`src/rtl/pwm_decoder_pkg.sv`:
```
// Shared types and defaults for the PWM decoder slice.
package pwm_decoder_pkg;

  localparam int PWMDEC_CNT_BW_DEF = 8;

  typedef enum logic [0:0] {
    PWMDEC_IDLE = 1'b0,
    PWMDEC_MEAS = 1'b1
  } pwmdec_state_e;

endpackage

```
`src/rtl/pwm_decoder_if.sv`:
```
// PWM decoder bus: raw PWM input plus the measurement results it produces.
interface pwm_decoder_if
  import pwm_decoder_pkg::*;
#(
  parameter int CNT_BW = PWMDEC_CNT_BW_DEF
);

  logic              pwm_i;
  logic [CNT_BW-1:0] onCnt_o;
  logic [CNT_BW-1:0] periodCnt_o;
  logic              valid_o;
  logic              level_o;
  logic              timeout_o;

  modport master (
    input  pwm_i,
    output onCnt_o,
    output periodCnt_o,
    output valid_o,
    output level_o,
    output timeout_o
  );

  modport slave (
    output pwm_i,
    input  onCnt_o,
    input  periodCnt_o,
    input  valid_o,
    input  level_o,
    input  timeout_o
  );

endinterface

```
`src/rtl/sync_ff.sv`:
```
// Two-stage synchronizer for a single asynchronous pad input.
module sync_ff (
  input  logic clk_i,
  input  logic rst_i,
  input  logic d_i,
  output logic q_o
);

  logic r_meta;
  logic r_sync;

  always_ff @(posedge clk_i or posedge rst_i) begin
    if (rst_i) begin
      r_meta <= 1'b0;
      r_sync <= 1'b0;
    end else begin
      r_meta <= d_i;
      r_sync <= r_meta;
    end
  end

  assign q_o = r_sync;

endmodule

```
`src/rtl/pwm_decoder.sv`:
```
// Measures high time and period (in clk cycles) of an asynchronous PWM input.
// Overflow reporting with a sticky timeout flag is enabled by `define PWM_DEC_TIMEOUT_EN.
module pwm_decoder
  import pwm_decoder_pkg::*;
#(
  parameter int CNT_BW = PWMDEC_CNT_BW_DEF
) (
  input  logic          clk_i,
  input  logic          rst_i,
  pwm_decoder_if.master bus
);

  localparam logic [CNT_BW-1:0] CNT_MAX = {CNT_BW{1'b1}};
  localparam logic [CNT_BW-1:0] CNT_ONE = {{(CNT_BW-1){1'b0}}, 1'b1};

  function automatic logic [CNT_BW-1:0] sat_add(input logic [CNT_BW-1:0] a, input logic inc);
    logic [CNT_BW-1:0] res;
    if (inc && (a != CNT_MAX)) begin
      res = a + CNT_ONE;
    end else begin
      res = a;
    end
    return res;
  endfunction

  pwmdec_state_e     r_state;
  pwmdec_state_e     w_state_nxt;

  logic              w_s;
  logic              r_s_d;
  logic              w_rise;

  logic [CNT_BW-1:0] r_period_ctr;
  logic [CNT_BW-1:0] r_on_ctr;
  logic [CNT_BW-1:0] r_period_cnt;
  logic [CNT_BW-1:0] r_on_cnt;
  logic              r_valid;
  logic              r_timeout;

  logic [CNT_BW-1:0] w_period_ctr_nxt;
  logic [CNT_BW-1:0] w_on_ctr_nxt;
  logic [CNT_BW-1:0] w_period_cnt_nxt;
  logic [CNT_BW-1:0] w_on_cnt_nxt;
  logic              w_valid_nxt;
  logic              w_timeout_nxt;

  sync_ff u_sync (
    .clk_i (clk_i),
    .rst_i (rst_i),
    .d_i   (bus.pwm_i),
    .q_o   (w_s)
  );

  always_ff @(posedge clk_i or posedge rst_i) begin
    if (rst_i) begin
      r_s_d <= 1'b0;
    end else begin
      r_s_d <= w_s;
    end
  end

  assign w_rise = w_s & ~r_s_d;

  always_ff @(posedge clk_i or posedge rst_i) begin
    if (rst_i) begin
      r_state <= PWMDEC_IDLE;
    end else begin
      r_state <= w_state_nxt;
    end
  end

  // The rising-edge cycle is always counted as the first high cycle of the new period.
  always_comb begin
    w_state_nxt      = r_state;
    w_period_ctr_nxt = r_period_ctr;
    w_on_ctr_nxt     = r_on_ctr;
    w_period_cnt_nxt = r_period_cnt;
    w_on_cnt_nxt     = r_on_cnt;
    w_valid_nxt      = 1'b0;
    w_timeout_nxt    = r_timeout;

    case (r_state)
      PWMDEC_IDLE: begin
        if (w_rise) begin
          w_period_ctr_nxt = CNT_ONE;
          w_on_ctr_nxt     = CNT_ONE;
          w_timeout_nxt    = 1'b0;
          w_state_nxt      = PWMDEC_MEAS;
        end else begin
          w_state_nxt      = PWMDEC_IDLE;
        end
      end

      PWMDEC_MEAS: begin
        if (w_rise) begin
          w_period_cnt_nxt = r_period_ctr;
          w_on_cnt_nxt     = r_on_ctr;
          w_valid_nxt      = 1'b1;
          w_timeout_nxt    = 1'b0;
          w_period_ctr_nxt = CNT_ONE;
          w_on_ctr_nxt     = CNT_ONE;
          w_state_nxt      = PWMDEC_MEAS;
        end
`ifdef PWM_DEC_TIMEOUT_EN
        else if (r_period_ctr == CNT_MAX) begin
          w_period_cnt_nxt = CNT_MAX;
          w_on_cnt_nxt     = sat_add(r_on_ctr, w_s);
          w_valid_nxt      = 1'b1;
          w_timeout_nxt    = 1'b1;
          w_state_nxt      = PWMDEC_IDLE;
        end
`endif
        else begin
          w_period_ctr_nxt = sat_add(r_period_ctr, 1'b1);
          w_on_ctr_nxt     = sat_add(r_on_ctr, w_s);
          w_state_nxt      = PWMDEC_MEAS;
        end
      end

      default: begin
        w_state_nxt = PWMDEC_IDLE;
      end
    endcase
  end

  always_ff @(posedge clk_i or posedge rst_i) begin
    if (rst_i) begin
      r_period_ctr <= '0;
      r_on_ctr     <= '0;
      r_period_cnt <= '0;
      r_on_cnt     <= '0;
      r_valid      <= 1'b0;
      r_timeout    <= 1'b0;
    end else begin
      r_period_ctr <= w_period_ctr_nxt;
      r_on_ctr     <= w_on_ctr_nxt;
      r_period_cnt <= w_period_cnt_nxt;
      r_on_cnt     <= w_on_cnt_nxt;
      r_valid      <= w_valid_nxt;
      r_timeout    <= w_timeout_nxt;
    end
  end

  assign bus.onCnt_o     = r_on_cnt;
  assign bus.periodCnt_o = r_period_cnt;
  assign bus.valid_o     = r_valid;
  assign bus.level_o     = w_s;
  assign bus.timeout_o   = r_timeout;

endmodule
```
`src/flat_wrapper.sv`:
```
// flat-port wrapper written by rule: the top's interface ports become plain ports
module pwm_decoder_flat import pwm_decoder_pkg::*;
#(
  parameter int CNT_BW = PWMDEC_CNT_BW_DEF
)
  (clk_i, rst_i, bus_pwm_i, bus_onCnt_o, bus_periodCnt_o, bus_valid_o, bus_level_o, bus_timeout_o);
  pwm_decoder_if #(.CNT_BW(CNT_BW)) bus_i ();
  input  logic clk_i;
  input  logic rst_i;
  input wire logic [$bits(bus_i.pwm_i)-1:0] bus_pwm_i;
  output wire logic [$bits(bus_i.onCnt_o)-1:0] bus_onCnt_o;
  output wire logic [$bits(bus_i.periodCnt_o)-1:0] bus_periodCnt_o;
  output wire logic [$bits(bus_i.valid_o)-1:0] bus_valid_o;
  output wire logic [$bits(bus_i.level_o)-1:0] bus_level_o;
  output wire logic [$bits(bus_i.timeout_o)-1:0] bus_timeout_o;
  assign bus_i.pwm_i = bus_pwm_i;
  assign bus_onCnt_o = bus_i.onCnt_o;
  assign bus_periodCnt_o = bus_i.periodCnt_o;
  assign bus_valid_o = bus_i.valid_o;
  assign bus_level_o = bus_i.level_o;
  assign bus_timeout_o = bus_i.timeout_o;
  pwm_decoder #(.CNT_BW(CNT_BW)) u_core (.clk_i(clk_i), .rst_i(rst_i), .bus(bus_i));
endmodule
```
`config.mk`:
```
export PLATFORM = sky130hd
export DESIGN_NAME = pwm_decoder_flat
export DESIGN_NICKNAME = d
export VERILOG_FILES = /design/src/rtl/pwm_decoder_pkg.sv /design/src/rtl/pwm_decoder_if.sv /design/src/rtl/sync_ff.sv /design/src/rtl/pwm_decoder.sv /design/src/flat_wrapper.sv
export SDC_FILE = /design/constraint.sdc
export NUM_CORES = 1
export LEC_CHECK = 0
export BUFFER_PORTS_ARGS = -buffer_cell sky130_fd_sc_hd__buf_2
export CAP_MARGIN = 25
export CORE_MARGIN = 1.5
export CORE_UTILIZATION = 33
export DETAILED_ROUTE_END_ITERATION = 16
export PLACE_DENSITY_LB_ADDON = 0.12
export SLEW_MARGIN = 20
export SYNTH_ARGS = -nofsm -noshare
export SYNTH_HDL_FRONTEND = slang
export SYNTH_HIERARCHICAL = 1
export SYNTH_SLANG_ARGS = --single-unit
```
`constraint.sdc`:
```
create_clock -name clk_i -period 4.45 [get_ports clk_i]
set_clock_uncertainty 0.15 [all_clocks]
set_input_delay 0.2225 -clock clk_i [delete_from_list [all_inputs] [get_ports clk_i]]
set_output_delay 0.2225 -clock clk_i [all_outputs]
set_load 0.05 [all_outputs]
```
Word-level counts from Yosys, hierarchy flattened
Cells that the tools add are included.
{"block": "totals", "register_bits": 38, "inputBits": 3, "out_inout_bits": 19, "word_cells": 35}
{"block": "op_classes", "addsub": 2, "n_eq_ne": 5, "n_mux": 11, "bitwise": 3, "n_reduce_logical": 4}
{"operator": "two-way mux 8 bit", "n": 5}
{"operator": "one-hot mux 8 bit (2 select lines)", "n": 2}
{"operator": "adder 8 x 1 -> 8 bit, second input constant", "n": 2}
{"operator": "inequality test 8 bit, second input constant", "n": 2}
{"operator": "inequality test 3 bit, second input constant", "n": 2}
{"operator": "AND reduction 2 bit", "n": 3}
{"operator": "two-way mux 1 bit", "n": 3}
{"operator": "inequality test 2 x 1 -> 1 bit, second input constant", "n": 1}
{"operator": "inverter 1 bit", "n": 2}
{"operator": "one-hot mux 1 bit (2 select lines)", "n": 1}
{"operator": "bitwise AND 1 bit", "n": 1}
{"operator": "logical AND 1 bit", "n": 1}

Depth between registers and ports, before layout
{"block": "logic_depth", "word_depth": 5, "depth_mapped": 6, "ltp_nobuf": 5}

Modules after synthesis
Netlist, hierarchy kept.
{"module": "pwm_decoder", "instances": 1, "cells_per_inst": 136, "area_each_um2": 1565.3, "seq_area_each_um2": 875.8}
{"module": "sync_ff", "instances": 1, "cells_per_inst": 3, "area_each_um2": 53.8, "seq_area_each_um2": 50.0}

Worst setup path after synthesis
Ideal clock, no wire load.
{"block": "synth_path", "path_kind": "register to register", "from": "reg u_core.u_sync.r_sync, in the netlist u_core/u_sync/q_o", "to": "reg u_core.r_on_cnt[0], in the netlist u_core/bus.onCnt_o[0]", "setup_time_ns": 0.125, "arrival_ns": 1.614, "required_ns": 4.175, "path_slack_ns": 2.562, "stages_incl_launch_ff": 6, "n_path_buf": 2, "synth_period_minus_slack_ns": 1.888, "path_cell_list": "dfrtp_1 nor2b_1 buf_4 nand2_4 buf_2 mux2_2"}
{"block": "synth_between", "elab_chain_len": 2}
{"element": "start: declaration", "line": "sync_ff.sv:10", "text": "logic r_sync;"}
{"element": "start signal: assignment", "line": "sync_ff.sv:18", "text": "r_sync <= r_meta;"}
{"element": "bitwise AND 1 bit", "line": "pwm_decoder.sv:62", "text": "assign w_rise = w_s & ~r_s_d;"}
{"element": "AND reduction 2 bit (no source line)"}
{"element": "end signal: assignment", "line": "pwm_decoder.sv:138", "text": "r_on_cnt <= w_on_cnt_nxt;"}
{"element": "end: declaration", "line": "pwm_decoder.sv:36", "text": "logic [CNT_BW-1:0] r_on_cnt;"}
No other way between the ends.
A chain may end at the register's enable or synchronous reset.

Final worst setup path
{"block": "layout_path", "from": "reg u_core.u_sync.r_sync, in the netlist u_core/u_sync/q_o", "to": "reg u_core.r_period_cnt[3], in the netlist u_core/bus.periodCnt_o[3]"}
{"block": "layout_between", "elab_chain_len": 2}
{"element": "bitwise AND 1 bit", "line": "pwm_decoder.sv:62"}
{"element": "AND reduction 2 bit (no source line)"}
{"element": "end signal: assignment", "line": "pwm_decoder.sv:137", "text": "r_period_cnt <= w_period_cnt_nxt;"}
{"element": "end: declaration", "line": "pwm_decoder.sv:35", "text": "logic [CNT_BW-1:0] r_period_cnt;"}
No other way between the ends.

==> impl_metrics.ini <==
[setup_path]
reg2reg_from = u_core/u_sync/q_o$_DFF_PP0_
timing.reg2reg.worst_path_depth = 3
critical_path.max_fanout = 18
worstPathRequired_ns = 4.47
worst-setup-path-type = register to register
reg2reg_to = u_core/bus.periodCnt_o[3]$_DFFE_PP0P_
reg2reg_slack_ns = 2.51
worstSetupStartpointType = register
cp_data_arrival_time_ns = 1.96
timing.critical_path.to_type = register

[grt]
grt_pass1_wl_um = 5388
antenna_found_initial = 0
grt_max_degree = 36
global_route.overflow_total = 0
grtUsageTotal = 0.1345
grt_pass1_vias = 1163

[logic_synthesis]
synth_cells = 139
synth.yosys.seq_area_share = 0.5719
ys_seq_elements = 37
synth-simple-area-share = 0.1584
synth-adder-area-share = 0.01546
synth_commonest_cells = sky130_fd_sc_hd__dfrtp_1 (37), sky130_fd_sc_hd__mux2_2 (15), sky130_fd_sc_hd__nand3_1 (9), sky130_fd_sc_hd__nand2_1 (8)
synthXorXnorAreaFrac = 0.01082
synth_top_family_by_area = simple AND/OR/NAND/NOR gates
compound_gate_fraction_of_synth_area = 0.1020
yosysTopAreaCellShare = 0.5719
synth-edff-count = 0
synth_flop_cell = sky130_fd_sc_hd__dfrtp_1
distinct_cells_synth = 38
synth_top_cells_by_area = sky130_fd_sc_hd__dfrtp_1 (57%), sky130_fd_sc_hd__mux2_2 (10%), sky130_fd_sc_hd__nand3_1 (2.8%)
post_synth_instance_area_sq_mm = 0.001619
yosys_warnings = 6
synth_top_area_cell = sky130_fd_sc_hd__dfrtp_1
synth.avg_cell_area_sq_um = 11.65
synthMuxAreaShare = 0.1105
synth_async_sr_flop_share = 1.000
postSynthNetCount = 144
synth_most_common_cell = sky130_fd_sc_hd__dfrtp_1

[sta]
max_slew_margin = 0.5487
setup_violations = 0
timing.final.hold_violations = 0
slew_viol_final = 0
fmax_mhz = 515.6
setup_total_negative_slack_ns = 0
post-route-min-period_ns = 1.939
grt_setup_unrepaired = false
tightestPinTransition_ns = 0.6755
hold_slack_ns = 0.1798
fin_crit_sh = 0.4358

[cts]
clkSinkCount = 37
clk_pin_slew_worst_paths_ns = 0.07
root_buffer = sky130_fd_sc_hd__clkbuf_8
clock_tree_buf_depth = 2
post_cts_hold_buffer_count = 2
cts_resized = 0
worst_skew_pair.late_latency_ns = 0.28
clock_tree_from_tritoncts = built
post_cts.repair.setup_buffers = 0
cts_inserted_buffers = 5
clock_tree.htree_level_count = 2

[floorplan]
floorplan.die.width_um = 73.05
placeableCoreArea_sq_mm = 0.004723
chipHeight_um = 73.05
die_area_sq_mm = 0.005336
top_level_ports = 22
floorplan.initialDensity = 0.3428
placementRows = 25

[place]
routabilityCongestion = 0.8691
port-buffer-count = 20
dp_hpwl_um = 2070

[finish]
seq_area_sq_um = 925.9
nNetsFinal = 170
drive_gt1_frac = 0.2771
n_antenna_cell = 0
multi_input_comb_area_sq_um = 646.9
area.growth.synth_to_final_pct = 16.69
fill_cells = 472

[routing]
antenna_violating_nets_post_route = 0
detailroute.via_count = 1154
post-route-drc-count = 0
drt_iter0_drc = 75
route.final.wire_length_um = 3132
viasPerCell = 4.953
wl_per_cell_um = 13.44
drt_pre_antenna_iters = 4

[run_status]
status = finished clean

[pwr]
leakage_nw = 0.9240
power.share.sequential = 0.495
internal_power_w = 0.0005506
power_per_cell_area_mw_per_mm2 = 447.9
max-vdd-ir-drop_mv = 0.1607
p_clk_frac = 0.265
p_switching_w = 0.0002956
gate_power_share = 0.240
power_switching_share = 0.3493

[hold_path]
hold_path_class = primary input to asynchronous set/reset pin

[flow_run]
number_of_max_cap_violations = 0
==> state kept, by name, summed over array words and instances (netlist names) <==
register,count
u_core/u_sync/q_o,1
u_core/r_s_d,1
u_core/r_on_ctr,8
u_core/u_sync/r_meta,1
u_core/bus.valid_o,1
u_core/r_period_ctr,8
u_core/bus.periodCnt_o,8
u_core/bus.onCnt_o,8
u_core/r_state,1
==> power by group through the flow <==
stage	clock network [W]	registers [W]	logic, W
finish	0.000224	0.000419	0.000203
global route	0.000247	0.000427	0.000220
CTS	0.000232	0.000419	0.000205
detailed placement	0	0.000426	0.000204
global placement	0	0.000424	0.000203
floorplan	0	0.000504	0.0000767
==> cells in the final DEF, fill, tap and decap left out, types with 5 or more instances in the layout <==
cell type                   n
sky130_fd_sc_hd__and3_1     5
sky130_fd_sc_hd__clkbuf_8   5
sky130_fd_sc_hd__nand3_1    9
sky130_fd_sc_hd__o21ai_0    6
sky130_fd_sc_hd__nand4_1    6
sky130_fd_sc_hd__buf_2     20
sky130_fd_sc_hd__nor2_1     6
sky130_fd_sc_hd__dfrtp_1   37
sky130_fd_sc_hd__nand2_1    8
sky130_fd_sc_hd__mux2_2    15
sky130_fd_sc_hd__inv_1      6
==> critical path: stages (launching register included) <==
cell and delay [ns]:
sky130_fd_sc_hd__dfrtp_1 0.46, sky130_fd_sc_hd__nor2b_1 0.59, sky130_fd_sc_hd__nand2_4 0.29, sky130_fd_sc_hd__mux2_2 0.34
==> cells by family (layout without fill, tap and decap cells) <==
group,Yosys count,in the layout
muxes,16,16
xor gates and xnor gates,2,2
adders and majority gates,2,2
AOI/OAI and AO/OA,24,24
buffers and inverters,10,37
other,1,1
DFF,37,37
and+or+nand+nor,47,47
==> layer usage <==
layer	vias up	GRT usage	wire [um]
met5	-	0	0
li1	560	-	-
met4	0	0.07757	56
met3	5	0.02901	115
met2	26	0.2000	1375
met1	563	0.1803	1585
==> through the flow <==
| stage | utilization | worst slack (ns) | std cells | instance area, sq um | total power [W] |
|---|---|---|---|---|---|
| after floorplan | - | 2.562 | 139 | 1619 | 0.0005810 |
| after global placement | 0.3783 | 2.557 | 223 | 1787 | 0.0006275 |
| after detailed placement | 0.3783 | 2.484 | 223 | 1787 | 0.0006293 |
| after CTS | 0.4000 | 2.475 | 233 | 1889 | 0.0008562 |
| after global routing | 0.4000 | 2.352 | 233 | 1889 | 0.0008946 |
| final | 0.4000 | 2.511 | 233 | 1889 | 0.0008463 |
==> how the worst max path moves through the flow <==
stage / start / end / cells after the start / slack, ns
6_report: u_core/u_sync/q_o$_DFF_PP0_ / u_core/bus.periodCnt_o[3]$_DFFE_PP0P_ / 3 / 2.51
4_1_cts: u_core/u_sync/q_o$_DFF_PP0_ / u_core/bus.onCnt_o[3]$_DFFE_PP0P_ / 3 / 2.48
3_3_place_gp: u_core/u_sync/q_o$_DFF_PP0_ / u_core/bus.periodCnt_o[1]$_DFFE_PP0P_ / 3 / 2.56
3_5_place_dp: u_core/u_sync/q_o$_DFF_PP0_ / u_core/bus.periodCnt_o[0]$_DFFE_PP0P_ / 3 / 2.48
5_1_grt: u_core/u_sync/q_o$_DFF_PP0_ / u_core/bus.periodCnt_o[3]$_DFFE_PP0P_ / 3 / 2.35
2_1_floorplan: u_core/u_sync/q_o$_DFF_PP0_ / u_core/bus.onCnt_o[0]$_DFFE_PP0P_ / 5 / 2.56
==> cell type report <==
class                   count  share of cell area
clock buffers               6             0.03841
well taps                  67             0.04437
inverters                   6             0.01192
multi-input cells          92              0.3424
flip-flops and latches     37              0.4901
clock inverters             2            0.005298
repair buffers             23             0.06755
Power figures use the tool's default switching activity.
